File: config.mk
export PLATFORM = sky130hd
export DESIGN_NAME = router_pkt_reader_flat
export DESIGN_NICKNAME = d
export VERILOG_FILES = /design/src/rtl/router_pkt_reader_if.sv /design/src/rtl/router_pkt_reader.sv /design/src/flat_wrapper.sv
export SDC_FILE = /design/constraint.sdc
export NUM_CORES = 1
export LEC_CHECK = 0
export CORE_MARGIN = 3
export CORE_UTILIZATION = 29
export DETAILED_ROUTE_END_ITERATION = 10
export PLACE_DENSITY = 0.47
export SLEW_MARGIN = 40
export SYNTH_ARGS = -nofsm -noshare
export SYNTH_HDL_FRONTEND = slang
export SYNTH_SLANG_ARGS = --single-unit
File: constraint.sdc
create_clock -name clk -period 4.2 [get_ports clk]
set_input_delay 0.63 -clock clk [delete_from_list [all_inputs] [get_ports clk]]
set_output_delay 0.63 -clock clk [all_outputs]
set_load 0.05 [all_outputs]
File: src/rtl/router_pkt_reader_if.sv
// Handshake bundle between the router FIFO read side, the packet reader and its byte sink.
// master = packet reader, slave = FIFO/sink environment.
interface router_pkt_reader_if #(
  parameter int DATA_W = 8
);
  logic              empty;
  logic [DATA_W-1:0] dout;
  logic              sink_ready;
  logic              read_enb;
  logic [DATA_W-1:0] byte_out;
  logic              byte_valid;
  logic              pkt_done;
  logic [1:0]        pkt_addr;
  logic [5:0]        pkt_len;
  logic              parity_err;
  logic              pkt_abort;

  modport master (
    input  empty, dout, sink_ready,
    output read_enb, byte_out, byte_valid, pkt_done, pkt_addr, pkt_len, parity_err, pkt_abort
  );

  modport slave (
    output empty, dout, sink_ready,
    input  read_enb, byte_out, byte_valid, pkt_done, pkt_addr, pkt_len, parity_err, pkt_abort
  );
endinterface

File: src/rtl/router_pkt_reader.sv
// Drains one router FIFO packet at a time (header, payload, parity), streams payload, flags errors/aborts.
// Optional PKT_READER_STATS_EN adds packet/error/abort counters.
//   state | meaning
//   IDLE  | waiting to issue the header read
//   HDR   | header read in flight
//   PAY   | consuming payload bytes
//   PAR   | consuming the parity byte
module router_pkt_reader #(
  parameter int DATA_W  = 8,
  parameter int TIMEOUT = 30
) (
  input  logic                clk,
  input  logic                rst,
  input  logic                soft_reset,
  router_pkt_reader_if.master bus
`ifdef PKT_READER_STATS_EN
  ,
  output logic [15:0]         pkt_cnt,
  output logic [15:0]         err_cnt,
  output logic [15:0]         abort_cnt
`endif
);

  localparam int            TW       = (TIMEOUT > 2) ? $clog2(TIMEOUT) : 1;
  localparam logic [TW-1:0] TMR_LOAD = TW'(TIMEOUT - 1);

  typedef enum logic [1:0] {IDLE = 2'd0, HDR = 2'd1, PAY = 2'd2, PAR = 2'd3} state_t;

  state_t            state_q, state_d;
  logic [6:0]        reads_left_q, reads_left_d;
  logic [5:0]        pay_left_q, pay_left_d;
  logic [DATA_W-1:0] acc_q, acc_d;
  logic [DATA_W-1:0] byte_out_q, byte_out_d;
  logic [TW-1:0]     tmr_q, tmr_d;
  logic              rd_q, rd_d;
  logic              byte_valid_q, byte_valid_d;
  logic              pkt_done_q, pkt_done_d;
  logic              parity_err_q, parity_err_d;
  logic              pkt_abort_q, pkt_abort_d;
  logic [1:0]        pkt_addr_q, pkt_addr_d;
  logic [5:0]        pkt_len_q, pkt_len_d;
  logic              hdr_early;
  logic              read_enb;

  // The parity byte landing frees one read slot so the next header can issue back-to-back.
  assign hdr_early = (state_q == PAR) && rd_q;
  assign read_enb  = !bus.empty && bus.sink_ready && ((reads_left_q != 7'd0) || hdr_early)
                     && !rst && !soft_reset;
  assign rd_d      = read_enb;

  always_comb begin
    state_d      = state_q;
    reads_left_d = reads_left_q;
    pay_left_d   = pay_left_q;
    acc_d        = acc_q;
    tmr_d        = tmr_q;
    byte_out_d   = byte_out_q;
    byte_valid_d = 1'b0;
    pkt_done_d   = 1'b0;
    parity_err_d = parity_err_q;
    pkt_abort_d  = 1'b0;
    pkt_addr_d   = pkt_addr_q;
    pkt_len_d    = pkt_len_q;
    if (read_enb && (reads_left_q != 7'd0)) reads_left_d = reads_left_q - 7'd1;
    if (soft_reset) begin
      pkt_abort_d  = (state_q != IDLE);
      state_d      = IDLE;
      reads_left_d = 7'd1;
    end else begin
      case (state_q)
        IDLE: begin
          if (read_enb) begin
            state_d = HDR;
            tmr_d   = TMR_LOAD;
          end
        end
        default: begin
          if (rd_q) begin
            tmr_d = TMR_LOAD;
            case (state_q)
              HDR: begin
                pkt_addr_d   = bus.dout[1:0];
                pkt_len_d    = bus.dout[7:2];
                acc_d        = bus.dout;
                pay_left_d   = bus.dout[7:2];
                reads_left_d = {1'b0, bus.dout[7:2]} + 7'd1;
                state_d      = (bus.dout[7:2] == 6'd0) ? PAR : PAY;
              end
              PAY: begin
                byte_out_d   = bus.dout;
                byte_valid_d = 1'b1;
                acc_d        = acc_q ^ bus.dout;
                pay_left_d   = pay_left_q - 6'd1;
                if (pay_left_q == 6'd1) state_d = PAR;
              end
              default: begin
                pkt_done_d   = 1'b1;
                parity_err_d = (acc_q != bus.dout);
                if (read_enb) begin
                  state_d      = HDR;
                  reads_left_d = 7'd0;
                end else begin
                  state_d      = IDLE;
                  reads_left_d = 7'd1;
                end
              end
            endcase
          end else if (tmr_q == TW'(1)) begin
            pkt_abort_d  = 1'b1;
            state_d      = IDLE;
            reads_left_d = 7'd1;
          end else begin
            tmr_d = tmr_q - TW'(1);
          end
        end
      endcase
    end
  end

  always_ff @(posedge clk) begin
    if (rst) begin
      state_q      <= IDLE;
      reads_left_q <= 7'd1;
      pay_left_q   <= 6'd0;
      acc_q        <= '0;
      tmr_q        <= '0;
      rd_q         <= 1'b0;
      byte_out_q   <= '0;
      byte_valid_q <= 1'b0;
      pkt_done_q   <= 1'b0;
      parity_err_q <= 1'b0;
      pkt_abort_q  <= 1'b0;
      pkt_addr_q   <= 2'd0;
      pkt_len_q    <= 6'd0;
    end else begin
      state_q      <= state_d;
      reads_left_q <= reads_left_d;
      pay_left_q   <= pay_left_d;
      acc_q        <= acc_d;
      tmr_q        <= tmr_d;
      rd_q         <= rd_d;
      byte_out_q   <= byte_out_d;
      byte_valid_q <= byte_valid_d;
      pkt_done_q   <= pkt_done_d;
      parity_err_q <= parity_err_d;
      pkt_abort_q  <= pkt_abort_d;
      pkt_addr_q   <= pkt_addr_d;
      pkt_len_q    <= pkt_len_d;
    end
  end

  assign bus.read_enb   = read_enb;
  assign bus.byte_out   = byte_out_q;
  assign bus.byte_valid = byte_valid_q;
  assign bus.pkt_done   = pkt_done_q;
  assign bus.parity_err = parity_err_q;
  assign bus.pkt_abort  = pkt_abort_q;
  assign bus.pkt_addr   = pkt_addr_q;
  assign bus.pkt_len    = pkt_len_q;

`ifdef PKT_READER_STATS_EN
  logic [15:0] pkt_cnt_q, pkt_cnt_d;
  logic [15:0] err_cnt_q, err_cnt_d;
  logic [15:0] abort_cnt_q, abort_cnt_d;

  always_comb begin
    pkt_cnt_d   = pkt_cnt_q + {15'd0, pkt_done_d};
    err_cnt_d   = err_cnt_q + {15'd0, pkt_done_d && parity_err_d};
    abort_cnt_d = abort_cnt_q + {15'd0, pkt_abort_d};
  end

  always_ff @(posedge clk) begin
    if (rst) begin
      pkt_cnt_q   <= 16'd0;
      err_cnt_q   <= 16'd0;
      abort_cnt_q <= 16'd0;
    end else begin
      pkt_cnt_q   <= pkt_cnt_d;
      err_cnt_q   <= err_cnt_d;
      abort_cnt_q <= abort_cnt_d;
    end
  end

  assign pkt_cnt   = pkt_cnt_q;
  assign err_cnt   = err_cnt_q;
  assign abort_cnt = abort_cnt_q;
`endif

endmodule

File: src/flat_wrapper.sv
// flat-port wrapper written by rule: the top's interface ports become plain ports
module router_pkt_reader_flat 
#(
  parameter int DATA_W  = 8,
  parameter int TIMEOUT = 30
)
  (clk, rst, soft_reset, bus_empty, bus_dout, bus_sink_ready, bus_read_enb, bus_byte_out, bus_byte_valid, bus_pkt_done, bus_pkt_addr, bus_pkt_len, bus_parity_err, bus_pkt_abort);
  router_pkt_reader_if #(.DATA_W(DATA_W)) bus_i ();
  input  logic clk;
  input  logic rst;
  input  logic soft_reset;
  input wire logic [$bits(bus_i.empty)-1:0] bus_empty;
  input wire logic [$bits(bus_i.dout)-1:0] bus_dout;
  input wire logic [$bits(bus_i.sink_ready)-1:0] bus_sink_ready;
  output wire logic [$bits(bus_i.read_enb)-1:0] bus_read_enb;
  output wire logic [$bits(bus_i.byte_out)-1:0] bus_byte_out;
  output wire logic [$bits(bus_i.byte_valid)-1:0] bus_byte_valid;
  output wire logic [$bits(bus_i.pkt_done)-1:0] bus_pkt_done;
  output wire logic [$bits(bus_i.pkt_addr)-1:0] bus_pkt_addr;
  output wire logic [$bits(bus_i.pkt_len)-1:0] bus_pkt_len;
  output wire logic [$bits(bus_i.parity_err)-1:0] bus_parity_err;
  output wire logic [$bits(bus_i.pkt_abort)-1:0] bus_pkt_abort;
  assign bus_i.empty = bus_empty;
  assign bus_i.dout = bus_dout;
  assign bus_i.sink_ready = bus_sink_ready;
  assign bus_read_enb = bus_i.read_enb;
  assign bus_byte_out = bus_i.byte_out;
  assign bus_byte_valid = bus_i.byte_valid;
  assign bus_pkt_done = bus_i.pkt_done;
  assign bus_pkt_addr = bus_i.pkt_addr;
  assign bus_pkt_len = bus_i.pkt_len;
  assign bus_parity_err = bus_i.parity_err;
  assign bus_pkt_abort = bus_i.pkt_abort;
  router_pkt_reader #(.DATA_W(DATA_W), .TIMEOUT(TIMEOUT)) u_core (.clk(clk), .rst(rst), .soft_reset(soft_reset), .bus(bus_i));
endmodule
### Word-level counts from Yosys, hierarchy flattened

Index checks and enable logic that the tools add are counted.

* register bits: 49
* output and inout port bits: 21
* logic and storage cells: 82

* add/subtract/negate cells: 4
* equal/unequal tests: 9
* mux-type cells: 26
* bitwise logic cells: 5
* reduce and logical (&&, ||, !) cells: 25

Operator list (number)
* two-way mux 7 bit: 4
* two-way mux 5 bit: 4
* case mux 8 bit (2 select lines): 1
* AND reduction 4 bit: 4
* case mux 7 bit (2 select lines): 1
* case mux 6 bit (2 select lines): 1
* two-way mux 2 bit: 5
* two-way mux 1 bit: 9
* inequality test 8 bit: 1
* XOR 8 bit: 1
* adder 6 x 1 -> 7 bit, second input constant: 1
* nonzero test 7 bit: 1
* subtractor 7 x 1 -> 7 bit, second input constant: 1
* equality test 6 x 1 -> 1 bit, second input constant: 1
* logical AND 1 bit: 6
* zero test 6 bit: 1
* AND reduction 3 bit: 2
* subtractor 6 x 1 -> 6 bit, second input constant: 1
* equality test 5 x 1 -> 1 bit, second input constant: 1
* subtractor 5 x 1 -> 5 bit, second input constant: 1
* equality test 2 bit, second input constant: 2
* inequality test 4 bit, second input constant: 1
* inverter 1 bit: 4
* case mux 2 bit (2 select lines): 1
* other kinds (10): 14

### Logic depth before layout (Yosys ltp)

* depth in word-level cells: 11
* mapped depth: 8
* depth with buffers taken out: 7

### Worst setup path after synthesis

OpenSTA, ideal clock, no wires.

* kind: input to register
* start point: input port rst
* end point: register u_core.state_q[0]
* data arrival time: 2.162 ns
* setup slack: 1.959 ns
* stages on the path: 5
* path buffers: 0
* cell sequence: or4b_4 a31oi_4 nor2_2 a311o_1 a211oi_2

* longest elaborated chain between the ends: 7

Ends and longest elaborated chain
* start: declaration: RTL line flat_wrapper.sv:10 `input logic rst;`
* zero test 1 bit (*): RTL line router_pkt_reader.sv:48 `&& !rst && !soft_reset;`
* logical AND 1 bit (*) (2 in a row): RTL line router_pkt_reader.sv:48
* net bus_read_enb: RTL line flat_wrapper.sv:15 `output wire logic [$bits(bus_i.read_enb)-1:0] bus_read_enb;`
* two-way mux 1 bit: RTL line router_pkt_reader.sv:99 `if (read_enb) begin`
* case mux 2 bit (2 select lines): RTL line router_pkt_reader.sv:80 `case (state_q)`
* two-way mux 2 bit: RTL line router_pkt_reader.sv:78 `if (rd_q) begin`
* two-way mux 2 bit: RTL line router_pkt_reader.sv:70 `case (state_q)`
* end signal: assignment: RTL line router_pkt_reader.sv:136 `state_q <= state_d;`
* end: declaration: RTL line router_pkt_reader.sv:29 `state_t state_q, state_d;`

The timed path passes the listed nets; every way through them passes the cells marked *.
A chain may end at the register's enable or synchronous reset.

### Final worst setup path

* start point: input port soft_reset
* end point: output port bus_read_enb

* longest elaborated chain between the ends: 2

Ends and longest elaborated chain
* start: declaration: RTL line flat_wrapper.sv:11 `input logic soft_reset;`
* zero test 1 bit: RTL line router_pkt_reader.sv:48
* logical AND 1 bit: RTL line router_pkt_reader.sv:48
* end: declaration: RTL line flat_wrapper.sv:15

Every way passes these cells.

==> impl_metrics.py <==
metrics = {
    "route": {
        "met2_length_mm": 3.08,
        "wl_per_cell_um": 15.1,
        "firstDrtPassIters": 5,
        "ant_nets": 0,
        "post-route-drc-count": 0,
        "vias": 2323,
        "via_per_inst": 5.07,
        "top_layer": "met4",
        "wl_met1_mm": 3.50,
        "drt_iter0_markers": 104,
        "wirelength_mm": 6.91,
        "wl_met3_um": 255,
    },
    "clock_network": {
        "clk_pin_slew_ns": 0.11,
        "cts_buffer_depth": 2,
        "cts_hold_buf": 0,
        "cts-root-buf": "clkbuf_8",
        "post_cts_resized": 0,
        "cts_num_sinks": 49,
        "cts_buffers": 5,
        "post-cts-setup-buffers": 0,
        "ctsHtreeMaxLevel": 2,
        "tritoncts": "done",
        "insertion_delay_ns": 0.31,
    },
    "power": {
        "peakVddDrop_uv": 122,
        "internal_power_uw": 622,
        "comb_power_share_pct": 8.4,
        "p_leak_uw": 0.00106,
        "powerDensity_nw_per_um2": 269,
        "switchingPower_uw": 235,
        "switching_share_pct": 27.4,
        "p_clk_share_pct": 36.5,
        "p_seq_share_pct": 55.0,
    },
    "logic_synthesis": {
        "yosysUniqueCellTypes": 50,
        "syn-cell-area_um2": 2680,
        "synth-edff-count": 0,
        "yosysWarnings": 0,
        "yosys_register_bits": 49,
        "syn-num-nets": 352,
        "postSynthAreaPerCell_um2": 8.16,
        "synthArstFlopShare_pct": 0,
        "synthFlopType": "dfxtp_1",
        "postSynthCellCount": 328,
        "yosysSeqAreaShare_pct": 36.7,
    },
    "place": {
        "port_buffers": 33,
        "placedCellCount": 450,
        "gp_congestion": 0.765,
        "place_hpwl_mm": 4.70,
    },
    "sta": {
        "period_needed_ns": 2.92,
        "slew_viol_final": 0,
        "fmax_mhz": 342,
        "relSlewSlack_pct": 48.0,
        "tightestPinTransition_ns": 0.780,
        "fin_tns_setup_ns": 0,
        "finalSetupViolations": 0,
        "fin_worst_skew_ns": 0.0110,
        "min_period_over_period_pct": 69.6,
        "hold_viol_final": 0,
        "rsz0062_at_grt": "false",
    },
    "floorplan": {
        "dieArea_um2": 10400,
        "initial_core_util_pct": 30.2,
        "coreArea_um2": 8850,
        "rows": 34,
        "die_h_um": 102,
        "die_w_um": 102,
        "ios": 34,
    },
    "global_route": {
        "grt_pass1_wl_mm": 11.2,
        "grt_overflow": 0,
        "grt_pass1_vias": 2185,
        "grt_max_degree": 43,
        "track_usage_pct": 13.6,
        "antenna_found_initial": 0,
    },
    "worst_setup_path": {
        "crit_fanout": 11,
        "cp.arrival_ns": 2.29,
        "critPathKind": "in2out",
        "cp-start-kind": "input pin",
        "crit_required_ns": 3.57,
        "endpoint_kind": "output pin",
    },
    "status": {
        "status": "completed",
    },
    "finish": {
        "drive_gt1_share_pct": 5.71,
        "syn_to_final_growth_pct": 19.0,
        "fin_cells": 458,
        "final_nets": 373,
        "antennaDiodeCount": 0,
    },
    "flow_run": {
        "maxCapViolations": 0,
    },
    "min_path": {
        "holdCritPathClass": "reg2reg",
    },
}
metal layers:
layer | global-route usage, % | vias to the layer above
met5 | 0 | -
met4 | 2.93 | 0
met3 | 3.21 | 7
met2 | 21.0 | 41
li1 | - | 1191
met1 | 19.5 | 1084
sequential cells by signal (all words and copies together) (netlist names):
name and cells:
u_core.acc_q 8, u_core.bus.byte_out 8, u_core.reads_left_q 7, u_core.bus.pkt_len 6, u_core.pay_left_q 6, u_core.tmr_q 5
u_core.bus.pkt_addr 2, u_core.state_q 2, u_core.bus.byte_valid 1, u_core.bus.parity_err 1, u_core.bus.pkt_abort 1, u_core.bus.pkt_done 1
u_core.rd_q 1
worst max-delay path: stages:
cell,delay (ns)
clkdlybuf4s50_1,0.59
or4b_4,0.63
a31oi_4,0.27
buf_12,0.18
path summary, 6_finish.rpt:
kind	startpoint	cells after the start	slack [ns]	to
hold reg to reg	u_core.bus.byte_out[5]$_SDFFE_PP0P_	2	0.46	u_core.bus.byte_out[5]$_SDFFE_PP0P_
setup / recovery	soft_reset	4	1.28	bus_read_enb
setup reg to reg	u_core.state_q[0]$_SDFFE_PP0P_	7	1.73	u_core.bus.byte_out[6]$_SDFFE_PP0P_
hold / removal	u_core.bus.byte_out[5]$_SDFFE_PP0P_	2	0.46	u_core.bus.byte_out[5]$_SDFFE_PP0P_
per-stage QoR:
stage / total power [uW] / setup slack, ns / hold WS [ns] / instance area, um2 / utilization (%)
after global placement: 555 / 1.30 / 0.443 / 3090 / 34.9
after detailed placement: 555 / 1.28 / 0.446 / 3090 / 34.9
after global routing: 895 / 1.19 / 0.478 / 3190 / 36.0
after CTS: 870 / 1.28 / 0.463 / 3180 / 36.0
final: 857 / 1.28 / 0.459 / 3190 / 36.0
after floorplan: 528 / 1.96 / 0.444 / 2680 / -
cells in the final DEF, fill, tap and decap left out, drive strengths merged, types with 2 or more instances in the layout:
master / instances
and3: 2
a41o: 2
mux2i: 18
a21oi: 24
nor2b: 7
a22oi: 11
clkdlybuf4s50: 32
nand3: 11
nor3b: 2
o21ai: 11
dfxtp: 49
ha: 11
nand4: 3
a211oi: 5
a31oi: 4
a211o: 2
o211ai: 2
xnor2: 10
clkbuf: 5
nor4: 6
nor3: 9
buf: 3
o22ai: 4
nor2: 39
inv: 17
nand2: 34
xor2: 6
clkinv: 2
nand2b: 2
and2: 3
logic make-up after synthesis:
family / count (synthesis) / synth area share [%]
buffers and inverters: 37 / 5.28
and+or+nand+nor: 124 / 22.7
adders and majority gates: 11 / 5.14
xor gates and xnor gates: 16 / 5.24
AOI/OAI and AO/OA: 73 / 18.2
DFF: 49 / 36.7
muxes: 18 / 6.73
power groups by stage:
stage               clock [uW]  sequential [uW]  combinational (uW)
finish                     313              472                72.4
global route               343              473                79.7
CTS                        325              472                73.3
detailed placement           0              483                72.7
global placement             0              483                72.6
floorplan                    0              482                46.5
synthesized netlist by cell type, types with 2 or more instances:
cell type  count  area share [%]
dfxtp_1       49              37
nor2_1        38             5.3
nand2_1       34             4.8
a21oi_1       24             4.5
clkbuf_1      18             2.5
mux2i_1       18             6.7
inv_1         15             2.1
a22oi_1       11             3.1
ha_1          11             5.1
nand3_1       11             2.1
o21ai_0       11             2.1
xnor2_1       10             3.3
nor3_1         9             1.7
nor2b_1        7             1.6
xor2_1         6             2.0
nor4_1         5             1.2
a211oi_1       4             1.1
o22ai_1        4            0.93
a31oi_1        3            0.70
nand4_1        3            0.70
a41o_1         2            0.75
and2_1         2            0.47
and3_1         2            0.47
buf_2          2            0.37
nand2b_1       2            0.47
nor3b_1        2            0.56
o211ai_1       2            0.56
area by class of cell:
type,instances,area (um2)
clock buffers,5,68.8
clock inverters,3,28.8
fillers,933,5660
inverters,16,60.1
multi-input cells,242,1560
flip-flops and latches,49,981
well taps,108,135
repair buffers,35,355
No activity file was read; power rests on OpenSTA's default activity.
